==> src/rtl/rom_loader.sv <==
// ROM download writer: packs ioctl bytes into 32-bit little-endian words, queues them
// in a small FIFO and writes each one to SDRAM over the req/ack handshake.
module rom_loader #(
    parameter int DEPTH = 4
) (
    input  logic        clk,
    input  logic        reset_n,
    input  logic        ioctl_download,
    input  logic        ioctl_wr,
    input  logic [24:0] ioctl_addr,
    input  logic [7:0]  ioctl_data,
    input  logic        sdram_ready,
    input  logic        sdram_ack,
    output logic        sdram_req,
    output logic        sdram_we,
    output logic [22:0] sdram_addr,
    output logic [31:0] sdram_din,
    output logic        busy,
    output logic        done,
    output logic        overflow
);

    localparam int AW = (DEPTH > 1) ? $clog2(DEPTH) : 1;
    localparam int EW = 23 + 32;

    typedef enum logic {
        ST_IDLE = 1'b0,
        ST_REQ  = 1'b1
    } state_t;

    // ---------------------------------------------------------------
    // Registers
    // ---------------------------------------------------------------
    logic            dl_reg;
    logic [31:0]     asm_data_reg,  asm_data_next;
    logic [3:0]      asm_mask_reg,  asm_mask_next;
    logic [22:0]     asm_addr_reg,  asm_addr_next;
    logic [EW-1:0]   fifo_mem [DEPTH];
    logic [AW-1:0]   wr_ptr_reg,    wr_ptr_next;
    logic [AW-1:0]   rd_ptr_reg,    rd_ptr_next;
    logic [AW:0]     count_reg,     count_next;
    state_t          state_reg,     state_next;
    logic [22:0]     sdram_addr_reg;
    logic [31:0]     sdram_din_reg;
    logic            overflow_reg,  overflow_next;
    logic            done_reg;

    // ---------------------------------------------------------------
    // Byte assembly
    // ---------------------------------------------------------------
    logic            accept;
    logic            dl_fall;
    logic            dl_rise;
    logic [22:0]     acc_wa;
    logic [1:0]      lane;
    logic            has_asm;
    logic            same_word;
    logic            addr_change;
    logic            flush;
    logic            complete;
    logic [31:0]     base_data;
    logic [3:0]      base_mask;
    logic [31:0]     merged_data;
    logic [3:0]      merged_mask;

    assign accept      = ioctl_wr & ioctl_download;
    assign dl_fall     = dl_reg & ~ioctl_download;
    assign dl_rise     = ~dl_reg & ioctl_download;
    assign acc_wa      = ioctl_addr[24:2];
    assign lane        = ioctl_addr[1:0];
    assign has_asm     = |asm_mask_reg;
    assign same_word   = has_asm && (acc_wa == asm_addr_reg);
    assign addr_change = accept & has_asm & ~same_word;
    assign flush       = dl_fall & has_asm;
    assign complete    = accept & (lane == 2'd3);

    // A byte for a different word starts from an all-zero assembly.
    assign base_data = same_word ? asm_data_reg : 32'd0;
    assign base_mask = same_word ? asm_mask_reg : 4'd0;

    generate
        for (genvar gi = 0; gi < 4; gi++) begin : g_lane
            assign merged_data[gi*8 +: 8] = (lane == 2'(gi)) ? ioctl_data : base_data[gi*8 +: 8];
            assign merged_mask[gi]        = (lane == 2'(gi)) | base_mask[gi];
        end
    endgenerate

    always_comb begin
        asm_data_next = asm_data_reg;
        asm_mask_next = asm_mask_reg;
        asm_addr_next = asm_addr_reg;
        if (accept) begin
            asm_addr_next = acc_wa;
            if (complete) begin
                asm_data_next = 32'd0;
                asm_mask_next = 4'd0;
            end else begin
                asm_data_next = merged_data;
                asm_mask_next = merged_mask;
            end
        end else if (flush) begin
            asm_data_next = 32'd0;
            asm_mask_next = 4'd0;
        end
    end

    // ---------------------------------------------------------------
    // FIFO push side: an address change on a lane-3 byte yields two words at once
    // ---------------------------------------------------------------
    logic            push_old;
    logic [1:0]      n_push;
    logic [EW-1:0]   entry0;
    logic [EW-1:0]   entry1;
    logic [AW+1:0]   space;
    logic            acc0;
    logic            acc1;
    logic [1:0]      n_acc;
    logic            drop;
    logic            pop;
    logic            latch;
    logic [EW-1:0]   head;

    assign push_old = flush | addr_change;
    assign n_push   = {1'b0, push_old} + {1'b0, complete};
    assign entry0   = push_old ? {asm_addr_reg, asm_data_reg} : {acc_wa, merged_data};
    assign entry1   = {acc_wa, merged_data};
    assign space    = (AW+2)'(DEPTH) - (AW+2)'(count_reg) + (AW+2)'(pop);
    assign acc0     = (n_push != 2'd0) && (space != '0);
    assign acc1     = (n_push == 2'd2) && (space >= (AW+2)'(2));
    assign n_acc    = {1'b0, acc0} + {1'b0, acc1};
    assign drop     = ((n_push != 2'd0) && !acc0) || ((n_push == 2'd2) && !acc1);
    assign head     = fifo_mem[rd_ptr_reg];

    always_ff @(posedge clk) begin
        if (acc0) fifo_mem[wr_ptr_reg] <= entry0;
        if (acc1) fifo_mem[wr_ptr_reg + AW'(1)] <= entry1;
    end

    always_comb begin
        wr_ptr_next   = wr_ptr_reg + AW'(n_acc);
        rd_ptr_next   = pop ? rd_ptr_reg + AW'(1) : rd_ptr_reg;
        count_next    = count_reg + (AW+1)'(n_acc) - (AW+1)'(pop);
        overflow_next = (overflow_reg & ~dl_rise) | drop;
    end

    // ---------------------------------------------------------------
    // Write FSM
    // ---------------------------------------------------------------
    always_ff @(posedge clk or negedge reset_n) begin
        if (!reset_n) begin
            state_reg <= ST_IDLE;
        end else begin
            state_reg <= state_next;
        end
    end

    always_comb begin
        state_next = state_reg;
        case (state_reg)
            ST_IDLE: if ((count_reg != '0) && sdram_ready) state_next = ST_REQ;
            ST_REQ:  if (sdram_ack) state_next = ST_IDLE;
            default: state_next = ST_IDLE;
        endcase
    end

    always_comb begin
        sdram_req = (state_reg == ST_REQ);
        sdram_we  = (state_reg == ST_REQ);
        latch     = (state_reg == ST_IDLE) && (state_next == ST_REQ);
        pop       = (state_reg == ST_REQ) && sdram_ack;
    end

    // ---------------------------------------------------------------
    // Status: busy and its registered falling-edge pulse line up on the same edge
    // ---------------------------------------------------------------
    logic busy_next;

    assign busy      = dl_reg | (count_reg != '0) | has_asm | (state_reg == ST_REQ);
    assign busy_next = ioctl_download | (count_next != '0) | (asm_mask_next != 4'd0)
                     | (state_next == ST_REQ);

    always_ff @(posedge clk or negedge reset_n) begin
        if (!reset_n) begin
            dl_reg         <= 1'b0;
            asm_data_reg   <= 32'd0;
            asm_mask_reg   <= 4'd0;
            asm_addr_reg   <= 23'd0;
            wr_ptr_reg     <= '0;
            rd_ptr_reg     <= '0;
            count_reg      <= '0;
            sdram_addr_reg <= 23'd0;
            sdram_din_reg  <= 32'd0;
            overflow_reg   <= 1'b0;
            done_reg       <= 1'b0;
        end else begin
            dl_reg         <= ioctl_download;
            asm_data_reg   <= asm_data_next;
            asm_mask_reg   <= asm_mask_next;
            asm_addr_reg   <= asm_addr_next;
            wr_ptr_reg     <= wr_ptr_next;
            rd_ptr_reg     <= rd_ptr_next;
            count_reg      <= count_next;
            overflow_reg   <= overflow_next;
            done_reg       <= busy & ~busy_next;
            if (latch) begin
                sdram_addr_reg <= head[EW-1:32];
                sdram_din_reg  <= head[31:0];
            end
        end
    end

    assign sdram_addr = sdram_addr_reg;
    assign sdram_din  = sdram_din_reg;
    assign overflow   = overflow_reg;
    assign done       = done_reg;

endmodule

==> config.mk <==
export PLATFORM = sky130hd
export DESIGN_NAME = rom_loader
export DESIGN_NICKNAME = d
export VERILOG_FILES = /design/src/rtl/rom_loader.sv
export SDC_FILE = /design/constraint.sdc
export NUM_CORES = 1
export LEC_CHECK = 0
export BUFFER_PORTS_ARGS = -buffer_cell sky130_fd_sc_hd__buf_2
export CORE_ASPECT_RATIO = 1.4
export CORE_MARGIN = 1
export CORE_UTILIZATION = 40
export CTS_BUF_LIST = sky130_fd_sc_hd__clkbuf_16
export DETAILED_ROUTE_END_ITERATION = 6
export PLACE_DENSITY = 0.55
export SKIP_CTS_REPAIR_TIMING = 1
export SKIP_LAST_GASP = 1
export SYNTH_ARGS = -nofsm -noshare
export SYNTH_HDL_FRONTEND = slang
export SYNTH_SLANG_ARGS = --single-unit
==> constraint.sdc <==
create_clock -name clk -period 4.91 [get_ports clk]
set_input_delay 0.2455 -clock clk [delete_from_list [all_inputs] [get_ports clk]]
set_output_delay 0.2455 -clock clk [all_outputs]
set_load 0.03 [all_outputs]
==> results.md <==
| Parameter | Reported | Unit |
| --- | --- | --- |
| Die outline height | 241 | um |
| Global placer's final weighted congestion | 0.777 | - |
| Final-report max-slew violation count | 0 | - |
| Cell area after synthesis | 16300 | sq um |
| Pin slew with the least headroom to its limit | 1070 | ps |
| Synth warnings | 0 | - |
| Hold WC Path Type | input port to flop | - |
| Post-synth EDFFs | 220 | - |
| Prevailing post-synth register cell | edfxtp_1 | - |
| Number of setup violations in the final report | 0 | - |
| Dominant cell type by area after synthesis | edfxtp_1 | - |
| P per Cell Area | 521 | nW/um^2 |
| Sum of net half-perimeters after detailed placement | 25700 | um |
| Startpoint Class | flop | - |
| Nets | 1213 | - |
| Number of nets with antenna violations after routing | 0 | - |
| Final hold violations | 0 | - |
| First drt pass iteration count | 5 | - |
| Number of different library cells in the post-synthesis netlist | 55 | - |
| Critical path start-end classification | flop to flop | - |
| CP Capture Type | flop | - |
| Number of levels in the clock H-tree | 2 | - |
| CP required | 5320 | ps |
| Final routed wirelength across all metal layers | 42600 | um |
| Setup repair after global routing missed its margin | no | - |
| Headroom to the max-slew limit | 28.7 | % |
| Horizontal extent of the die | 173 | um |
| Biggest fanout along the worst timing path | 6 | - |
| Wire length per cell after detailed routing | 24.6 | um |
| Synthesis-stage register bit count | 345 | - |
| Die area | 41600 | sq um |
| Share of the cycle needed by the critical path after routing | 81.6 | % |
| Leakage power of the design | 6.81 | nW |
| Proportion of synthesized flip-flops having asynchronous set or reset | 36.2 | % |
| Syn nets | 1120 | - |
| Peak per-stage delay on the critical path | 470 | ps |
| Total via count in the routed design | 10032 | - |
| Buffers on Ports | 98 | - |
| Cell-by-cell trace of the critical path | xor2_1 > nor4_1 > nand2_1 > o31ai_2 > a32o_1 > inv_1 > ha_1 > inv_1 > ha_1 > inv_1 > ha_1 > fa_1 > xnor2_1 > xnor2_1 > a2111oi_0 | - |
| Buffer and inverter count on the worst path | 3 | - |
| Standard-cell rows | 87 | - |
| Synthesized instance count | 1073 | - |
| Overall overflow remaining after global route | 0 | - |
| Clock sink count | 345 | - |
| Leading cell types by count after synthesis | 220 x edfxtp_1, 125 x dfrtp_1, 109 x a21oi_1, 98 x mux2_2, 72 x mux2_1 | - |
| Setup slack after placement | 915 | ps |
| Pin count of the biggest net entering global routing | 61 | - |
| Worst-case setup margin in the final layout | 903 | ps |
| Ratio of cells with drive above 1 in the final layout | 32.4 | % |
| Initial antenna violation count | 1 | - |
| Register clock-pin slew on the reported worst setup and hold paths | 60 | ps |
| Core area | 40300 | sq um |
| Worst IR Drop VDD | 0.000235 | V |
| MaxCap Viol Count | 0 | - |
| Vias per inst | 5.80 | - |
| Clock Tree Buf Depth | 3 | - |
| Register area share after synthesis | 59.7 | % |
| Average size of a mapped cell | 15.2 | sq um |
| Top-level I/O count | 99 | - |
| Hold Worst Slack | 21.8 | ps |
| Clock latency on the worst-skew pair | 550 | ps |
| Dominant delay contributor by cell family on the critical path | adder cells | - |
| Max frequency | 250 | MHz |
| Result of the run | finished clean | - |
| Number of global-route vias before repair | 10727 | - |
| Most repeated cell in the gate-level netlist after synthesis | edfxtp_1 | - |
| Number of DRC violations after detailed routing | 0 | - |
| Clock skew | 28.8 | ps |
| TritonCTS clock tree | yes | - |
| First-pass GRT wire length | 65700 | um |
| Drt initial violations | 575 | - |
| Data arrival time at the worst-slack endpoint | 4420 | ps |
| Overall routing resource usage | 21.1 | % |
| Most area-consuming cells after synthesis | edfxtp_1 41%, dfrtp_1 19%, mux4_2 7.6% | - |
| Cell chosen for the clock root | clkbuf_16 | - |
| Initial cell density of the core | 40.5 | % |
| Area growth from synthesis to layout | 14.3 | % |
| Critical path's slowest cell | o31ai_2 | - |
| Share of Yosys cell area claimed by the top area cell type | 40.5 | % |
| Total clock buffers created by CTS | 37 | - |
| Final total negative setup slack | 0 | ps |
| Post-layout min period | 4010 | ps |
| Max FFs per register | 220 | - |
report_power, final:
part | internal, mW | leakage [nW] | switching (mW)
registers | 3.73 | 3.57 | 0.371
logic | 1.24 | 2.62 | 1.68
clock network | 1.53 | 0.614 | 1.15
total | 6.51 | 6.81 | 3.21
logic make-up (layout without fill, tap and decap cells):
| family | after synthesis | after routing | synth area share (%) |
|---|---|---|---|
| other | 0 | 1 | 0 |
| flip-flops | 345 | 345 | 59.7 |
| multiplexers | 225 | 225 | 19.3 |
| adder cells (fa/ha/maj) | 8 | 8 | 0.660 |
| AO/OA/AOI/OAI | 247 | 247 | 12.0 |
| AND/OR/NAND/NOR | 126 | 126 | 4.21 |
| buffers and inverters | 93 | 214 | 2.55 |
| XOR/XNOR | 29 | 29 | 1.56 |
placed cells by master (no fill, tap or decap), drive strengths merged, types with 5 or more instances in the layout:
master and n:
a31oi 6, nand2 36, edfxtp 220, nor2 14, mux2 170, clkinv 6, xor2 20, ha 7
a311oi 16, xnor2 9, dfrtp 125, a21oi 109, a22o 48, clkbuf 37, o31ai 7, buf 133
nand4 17, nor4 23, o2bb2ai 9, a32o 25, nor3 7, mux4 55, o2111ai 8, inv 32
nor2b 10, o21bai 5
worst paths after layout:
| kind | startpoint | endpoint | slack (ps) | depth (start not counted) |
|---|---|---|---|---|
| max in group asynchronous | reset_n | asm_addr_reg[11] | 3540 | 3 |
| min | ioctl_addr[20] | asm_addr_reg[18] | 20 | 2 |
| min reg2reg | sdram_addr[22] | sdram_addr[22] | 500 | 1 |
| min in group asynchronous | reset_n | sdram_addr[19] | 270 | 2 |
| max reg2reg | asm_addr_reg[12] | done | 900 | 15 |
| max | asm_addr_reg[12] | done | 900 | 15 |
layout make-up:
| type | count | area, sq um |
|---|---|---|
| Tap cell | 534 | 668 |
| Antenna cell | 1 | 2.50 |
| Clock inverter | 30 | 211 |
| Fill cell | 3608 | 21600 |
| Timing Repair Buffer | 135 | 779 |
| Sequential cell | 345 | 9740 |
| Inverter | 12 | 45.0 |
| Multi-Input combinational cell | 635 | 6270 |
| Clock buffer | 37 | 926 |
per-stage QoR:
step | utilization, % | cell area [sq um] | std cells | total power [mW]
after floorplan | - | 16300 | 1073 | 6.19
after global placement | 43.4 | 17500 | 1659 | 7.13
after detailed placement | 43.4 | 17500 | 1659 | 7.17
after CTS | 46.2 | 18600 | 1726 | 9.86
after global routing | 46.3 | 18600 | 1729 | 10.2
final | 46.3 | 18600 | 1729 | 9.71
metal layers:
layer / share of wire (%) / GRT usage [%]
met1: 40 / 25.4
met2: 52 / 38.1
met3: 4.4 / 3.42
met4: 2.9 / 7.71
met5: 0 / 0
Note: power is estimated with default switching activity, not from simulation.
